### config.mk
export PLATFORM = sky130hd
export DESIGN_NAME = inst_fetch
export DESIGN_NICKNAME = d
export VERILOG_FILES = /design/src/rtl/inst_fetch.sv
export SDC_FILE = /design/constraint.sdc
export NUM_CORES = 1
export LEC_CHECK = 0
export BUFFER_PORTS_ARGS = -buffer_cell sky130_fd_sc_hd__buf_2
export CAP_MARGIN = 40
export CORE_UTILIZATION = 50
export DETAILED_ROUTE_END_ITERATION = 10
export PLACE_DENSITY = 0.83
export SETUP_SLACK_MARGIN = 0.3
export SLEW_MARGIN = 25
export SYNTH_ARGS = -nofsm -noshare
export SYNTH_HDL_FRONTEND = slang
export SYNTH_SLANG_ARGS = --single-unit
### constraint.sdc
create_clock -name clk -period 1.9 [get_ports clk]
set_input_delay 0.57 -clock clk [delete_from_list [all_inputs] [get_ports clk]]
set_output_delay 0.57 -clock clk [all_outputs]
set_load 0.05 [all_outputs]
### src/rtl/inst_fetch.sv
// Instruction fetch front end: drives inst_mem from the PC, tags returned words
// with their PC and queues them for decode; handles redirect/flush and HALT stop.
module inst_fetch #(
    parameter int unsigned DEPTH    = 4,
    parameter logic [15:0] RESET_PC = 16'd0,
    parameter logic [5:0]  HALT_OP  = 6'b111111
) (
    input  logic        clk,
    input  logic        rst_n,
    output logic [15:0] inst_addr,
    input  logic [15:0] inst,
    input  logic        fetch_en,
    input  logic        br_taken,
    input  logic [15:0] br_target,
    output logic        out_valid,
    input  logic        out_ready,
    output logic [15:0] out_inst,
    output logic [15:0] out_pc,
    output logic        halted
);

    localparam int unsigned AW = (DEPTH > 1) ? $clog2(DEPTH) : 1;
    localparam int unsigned CW = $clog2(DEPTH) + 1;

    typedef enum logic [1:0] {
        S_WARM,
        S_FETCH,
        S_HALTED
    } state_t;

    state_t         r_state;
    state_t         w_next_state;
    logic [15:0]    r_pc;
    logic [15:0]    r_fifo_inst [DEPTH];
    logic [15:0]    r_fifo_pc   [DEPTH];
    logic [AW-1:0]  r_wptr;
    logic [AW-1:0]  r_rptr;
    logic [CW-1:0]  r_count;
    logic           w_pop;
    logic           w_push;
    logic           w_is_halt;

    // A redirect flushes the FIFO, so a pop on that same edge is discarded.
    assign w_pop     = (r_count != '0) & out_ready & ~br_taken;
    assign w_is_halt = (inst[15:10] == HALT_OP);

    assign inst_addr = r_pc;
    assign out_valid = (r_count != '0);
    assign out_inst  = r_fifo_inst[r_rptr];
    assign out_pc    = r_fifo_pc[r_rptr];

    always_ff @(posedge clk or negedge rst_n) begin
        if (!rst_n) begin
            r_state <= S_WARM;
        end else begin
            r_state <= w_next_state;
        end
    end

    always_comb begin
        w_next_state = r_state;
        if (br_taken) begin
            w_next_state = S_FETCH;
        end else begin
            case (r_state)
                S_WARM:   w_next_state = S_FETCH;
                S_FETCH:  if (w_push && w_is_halt) w_next_state = S_HALTED;
                S_HALTED: w_next_state = S_HALTED;
                default:  w_next_state = S_WARM;
            endcase
        end
    end

    always_comb begin
        w_push = 1'b0;
        halted = 1'b0;
        case (r_state)
            S_FETCH:  w_push = fetch_en & ~br_taken & ((r_count < CW'(DEPTH)) | w_pop);
            S_HALTED: halted = 1'b1;
            default: ;
        endcase
    end

    always_ff @(posedge clk or negedge rst_n) begin
        if (!rst_n) begin
            r_pc <= RESET_PC;
        end else if (br_taken) begin
            r_pc <= br_target;
        end else if (w_push) begin
            r_pc <= r_pc + 16'd1;
        end
    end

    always_ff @(posedge clk or negedge rst_n) begin
        if (!rst_n) begin
            r_wptr  <= '0;
            r_rptr  <= '0;
            r_count <= '0;
            for (int unsigned i = 0; i < DEPTH; i++) begin
                r_fifo_inst[i] <= '0;
                r_fifo_pc[i]   <= '0;
            end
        end else if (br_taken) begin
            r_wptr  <= '0;
            r_rptr  <= '0;
            r_count <= '0;
        end else begin
            if (w_push) begin
                r_fifo_inst[r_wptr] <= inst;
                r_fifo_pc[r_wptr]   <= r_pc;
                r_wptr              <= r_wptr + AW'(1);
            end
            if (w_pop) begin
                r_rptr <= r_rptr + AW'(1);
            end
            case ({w_push, w_pop})
                2'b10:   r_count <= r_count + CW'(1);
                2'b01:   r_count <= r_count - CW'(1);
                default: r_count <= r_count;
            endcase
        end
    end

endmodule

==> results of run 1 <==
[cell type report]
cell class | count | area (µm²)
fillers | 585 | 2480
flip-flops and latches | 153 | 3850
multi-input cells | 291 | 3890
clock buffers | 21 | 470
repair buffers | 212 | 2420
clock inverters | 11 | 144
inverters | 7 | 28.8
well taps | 176 | 220
[critical path, cell delays in order (launching register included)]
cell and delay (ns):
dfrtp_2 0.48, buf_6 0.15, buf_12 0.12, mux4_2 0.57, buf_6 0.19
[metrics by stage]
| step | std cells | instance area [µm²] | setup slack, ns |
|---|---|---|---|
| after global placement | 756 | 8520 | -0.160 |
| after detailed placement | 756 | 8520 | -0.217 |
| after CTS | 855 | 10600 | -0.559 |
| final | 871 | 11000 | -0.610 |
| after global routing | 871 | 11000 | -0.637 |
| after floorplan | 482 | 7720 | -0.0936 |
[per-layer routing]
| metal | wire [µm] | global-route usage |
|---|---|---|
| met1 | 9920 | 0.427 |
| met2 | 13400 | 0.564 |
| met3 | 1820 | 0.0764 |
| met4 | 1930 | 0.194 |
| met5 | 0 | 0 |
[state kept, by name, indices dropped and copies added (netlist names)]
| signal | flops |
|---|---|
| r_rptr | 2 |
| r_state | 2 |
| r_count | 3 |
| r_wptr | 2 |
| inst_addr | 16 |
| r_fifo_inst | 64 |
| r_fifo_pc | 64 |
[what timing repair did]
| action | in CTS | in global routing |
|---|---|---|
| endpoints found under the setup margin | 193 | 197 |
| setup buffers | 55 | 13 |
| gates cloned | 12 | 3 |
| pin swaps | 23 | 27 |
| gates resized for setup | 189 | 53 |
| endpoints found under the hold margin | 0 | 0 |
[layout by cell type, fill, tap and decap left out, types with 4 or more instances in the layout]
cell,count
a31oi_4,4
buf_12,23
buf_16,12
buf_2,43
buf_4,53
buf_6,60
buf_8,18
clkbuf_16,20
clkinvlp_4,4
dfrtp_1,135
dfrtp_2,18
ha_1,5
inv_1,5
mux2_4,128
mux2i_1,6
mux4_2,32
nand2_1,15
nand3_1,7
nand4_1,4
nor2_1,17
nor3b_4,4
o21ai_0,4
o21ai_1,8
or3_4,5
xnor2_1,4
[power by group]
group	leakage, nW	total (mW)	internal, mW	switching [mW]
Clock	0.291	3.62	2.17	1.45
Combinational	2.72	10.3	5.21	5.11
Sequential	1.93	5.66	4.54	1.12
Total	4.94	19.6	11.9	7.68
[kinds of logic after synthesis]
group / Yosys count / share of synthesized area
compound gates: 26 / 0.0224
xor+xnor: 10 / 0.0124
fa+ha+maj: 9 / 0.0171
buf+inv: 38 / 0.0235
flops: 153 / 0.544
mux: 168 / 0.319
simple gates: 78 / 0.0619
[worst max-delay path by stage]
| stage | to | depth (start not counted) | start | slack (ns) |
|---|---|---|---|---|
| after floorplan | inst_addr[13] | 6 | inst_addr[2] | -0.09 |
| after global placement | inst_addr[13] | 5 | fetch_en | -0.16 |
| after detailed placement | inst_addr[13] | 5 | out_ready | -0.22 |
| after CTS | out_pc[5] | 3 | r_rptr[0] | -0.56 |
| after global routing | out_pc[12] | 4 | r_rptr[0] | -0.64 |
| final | out_pc[12] | 4 | r_rptr[0] | -0.61 |
==> results_dict.tcl, run 1 <==
set metrics [dict create \
    setup_viol 173 \
    die_w_um 121 \
    cts_hold_buf 0 \
    slew_headroom 0.509 \
    grt_max_degree 42 \
    antenna_found_initial 0 \
    clockRootBuffer "clkbuf_16" \
    tightestPinTransition_ns 0.735 \
    final-hold-violation-count 0 \
    r2r_start "r_state[1]" \
    nets 728 \
    yosys.area.top_type_share 0.544 \
    end_kind "output pin" \
    dr.first_iter.drc_count 488 \
    fin_ws_ns -0.610 \
    syn_nets 528 \
    drc_errors 0 \
    dr.pass1.iters 5 \
    cts_buffers 17 \
    total_power_mw 19.6 \
    p_per_area_nw_per_um2 1780 \
    cts_max_level 4 \
    core_um2 13500 \
    cp_data_arrival_time_ns 1.94 \
    yosysSeqAreaShare 0.544 \
    async_flop_share 1.00 \
    ir_worst_vdd_mv 1.41 \
    fmax_mhz 398 \
    routed_via_density 6.56 \
    reg2regPathDepth 8 \
    fp.dieArea_um2 14600 \
    avgSynthCellArea_um2 14.6 \
    num_rows 42 \
    io_buffers 86 \
    violations "negative setup slack" \
    netlist_area_um2 7040 \
    drt-total-wl_um 27100 \
    syn-instance-count 482 \
    num_io_pins 87 \
    fin_tns_setup_ns -45.37 \
    overflow 0 \
    fin_skew_ns 0.00879 \
    path_max_fanout 5 \
    start_util 0.521 \
    synth-main-ff-cell "dfrtp_1" \
    synthDistinctLibCells 38 \
    crit_type "register to output pin" \
    clk_path_buf_depth 2 \
    synth-seq-cells 153 \
    hold_path_class "primary input to asynchronous set/reset pin" \
    grtUsageTotal 0.346 \
    slew_violations 0 \
    finalCritPeriodShare 1.32 \
    wire_per_inst_um 31.1 \
    cts.sinks 153 \
    power.leakage_nw 4.94 \
    grt_pass1_wl_um 36100 \
    cp.required_ns 1.33 \
    vias 5712 \
    whs_ns 0.0444 \
    fin_crit_ns 2.51 \
    status "complete, but fails checks" \
    clock_latency_ns 0.44 \
    gp_congestion 0.828 \
    area_growth_syn_to_layout_pct 56.7 \
    synth_edf_count 0 \
    hpwl_um 11000 \
    grt_pass1_vias 5902 \
    maxCapViolCount 0 \
    ant_nets 0 \
    drive_gt1_frac 0.675 \
    synth.yosys.warnings 0 \
    synth_top_area_cell "dfrtp_1" \
    dieHeight_um 121 \
    cts.clk_slew.worst_paths_ns 0.07 \
    ys_top_cells_by_count "153 x dfrtp_1, 124 x mux2_2, 32 x mux4_2, 18 x buf_2" \
    rsz0062_at_grt "yes" \
    startpoint_type "register" \
    r2r_end "inst_addr[10]" \
    r2r_slack_ns -0.47 \
    n_antenna_cell 0 \
    synth.most_common_cell "dfrtp_1" \
    synth_area_leaders "dfrtp_1 54%, mux2_2 20%, mux4_2 10%" \
    fin_util 0.816 \
    tritoncts "done" \
]
No activity file was read; power rests on OpenSTA's default activity.
==> run 2: changes to the inputs <==
==> constraint.sdc (replaced) <==
create_clock -name clk -period 1.9 [get_ports clk]
set_input_delay 0.38 -clock clk [delete_from_list [all_inputs] [get_ports clk]]
set_output_delay 0.38 -clock clk [all_outputs]
set_load 0.05 [all_outputs]
==> results_dict.tcl, run 2 (synthesis results as in run 1) <==
set metrics [dict create \
    status "complete, but fails checks" \
    violations "negative setup slack" \
    die_w_um 121 \
    fin_skew_ns 0.0101 \
    fin_crit_ns 2.23 \
    drc_errors 0 \
    layout_commonest_cell "dfrtp_1" \
    tightestPinTransition_ns 0.547 \
    ant_nets 0 \
    grt_max_degree 47 \
    instances_no_fill 844 \
    slew_violations 0 \
    wire_per_inst_um 25.8 \
    hpwl_um 10900 \
    cts_buffers 17 \
    crit_cells 3 \
    area_growth_syn_to_layout_pct 51.0 \
    io_buffers 86 \
    power.leakage_nw 4.77 \
    antenna_found_initial 0 \
    n_antenna_cell 0 \
    routed_via_density 6.05 \
    crit_type "register to output pin" \
    rsz0062_at_grt "yes" \
    end_kind "output pin" \
    clockRootBuffer "clkbuf_16" \
    max_stage_delay_ns 0.58 \
    fp.dieArea_um2 14600 \
    final-hold-violation-count 0 \
    maxCapViolCount 0 \
    fin_tns_setup_ns -13.98 \
    crit_slowest_cell "mux4_2" \
    hold_path_class "primary input to register" \
    nets 701 \
    grt_pass1_wl_um 33200 \
    finalCritPeriodShare 1.18 \
    dieHeight_um 121 \
    p_per_area_nw_per_um2 1770 \
    ir_worst_vdd_mv 1.19 \
    tritoncts "done" \
    r2r_start "r_state[1]" \
    r2r_slack_ns -0.09 \
    vias 5106 \
    cp_cell_sequence "buf_12, mux4_2, buf_6" \
    hp-start "br_target[5]" \
    place_inst 750 \
    startpoint_type "register" \
    num_io_pins 87 \
    path_max_fanout 18 \
    cp.required_ns 1.52 \
    overflow 0 \
    gp_congestion 0.865 \
    cp-endpoint "out_pc[12]" \
    grt_pass1_vias 5609 \
    clk_path_buf_depth 2 \
    dr.first_iter.drc_count 510 \
    slew_headroom 0.635 \
    clock_latency_ns 0.43 \
    fin_util 0.787 \
    fmax_mhz 448 \
    core_um2 13500 \
    start_util 0.521 \
    num_rows 42 \
    cts_max_level 4 \
    cts.sinks 153 \
    setup_viol 140 \
    total_power_mw 18.8 \
    cts.clk_slew.worst_paths_ns 0.06 \
    whs_ns 0.164 \
    final_cell_mix "136 x dfrtp_1, 128 x mux2_4, 62 x buf_6" \
    drt-total-wl_um 21800 \
    fin_ws_ns -0.334 \
    r2r_end "r_fifo_pc[8]" \
    grtUsageTotal 0.310 \
    num-fill-cells 648 \
    dr.pass1.iters 5 \
    crit_buf_inv 2 \
    cp_data_arrival_time_ns 1.85 \
    drive_gt1_frac 0.638 \
    crit_start "r_rptr[0]" \
    cp_top_family "multiplexers" \
    reg2regPathDepth 9 \
]
[run 2: metrics by stage]
stage	instance area [µm²]	setup slack, ns
floorplan	7770	-0.0863
global placement	8540	0.00138
detailed placement	8540	-0.0595
CTS	10400	-0.298
global route	10600	-0.370
finish	10600	-0.334
[run 2: how the worst min path moves through the flow]
stage,to,cells past startpoint
2_1_floorplan,inst_addr[0],0
3_3_place_gp,r_fifo_pc[57],1
3_5_place_dp,r_fifo_pc[25],1
4_1_cts,inst_addr[5],3
5_1_grt,inst_addr[5],3
6_report,inst_addr[5],3
[run 2: what timing repair did]
item,CTS,global route
buffers inserted,40,8
pin swaps,21,18
gates resized for setup,158,40
hold endpoints to repair,41,0
endpoints found under the setup margin,190,193
gates cloned,12,1
hold buffers,1,0
[run 2: area by class of cell]
class,instances,area (µm²),area share
flip-flops and latches,153,3850,0.363
multi-input cells,291,3780,0.356
repair buffers,185,2150,0.203
clock buffers,24,472,0.0444
well taps,176,220,0.0207
clock inverters,8,119,0.0112
inverters,7,28.8,0.00271
[run 2: power by group]
part	switching (mW)	leakage (nW)	internal [mW]	total, mW
combinational	4.70	2.54	5.11	9.80
sequential	0.974	1.93	4.54	5.51
clock	1.33	0.292	2.13	3.46
total	7.00	4.77	11.8	18.8
[run 2: worst min-delay path: stages]
cell     delay [ns]
buf_2          0.08
nand2_1        0.04
o21ai_0        0.06
[run 2: per-layer routing]
metal	vias up	global-route usage	share of wire
li1	2116	-	-
met5	-	0	0
met4	0	0.101	0.038
met1	2650	0.393	0.40
met3	83	0.0684	0.053
met2	257	0.528	0.51
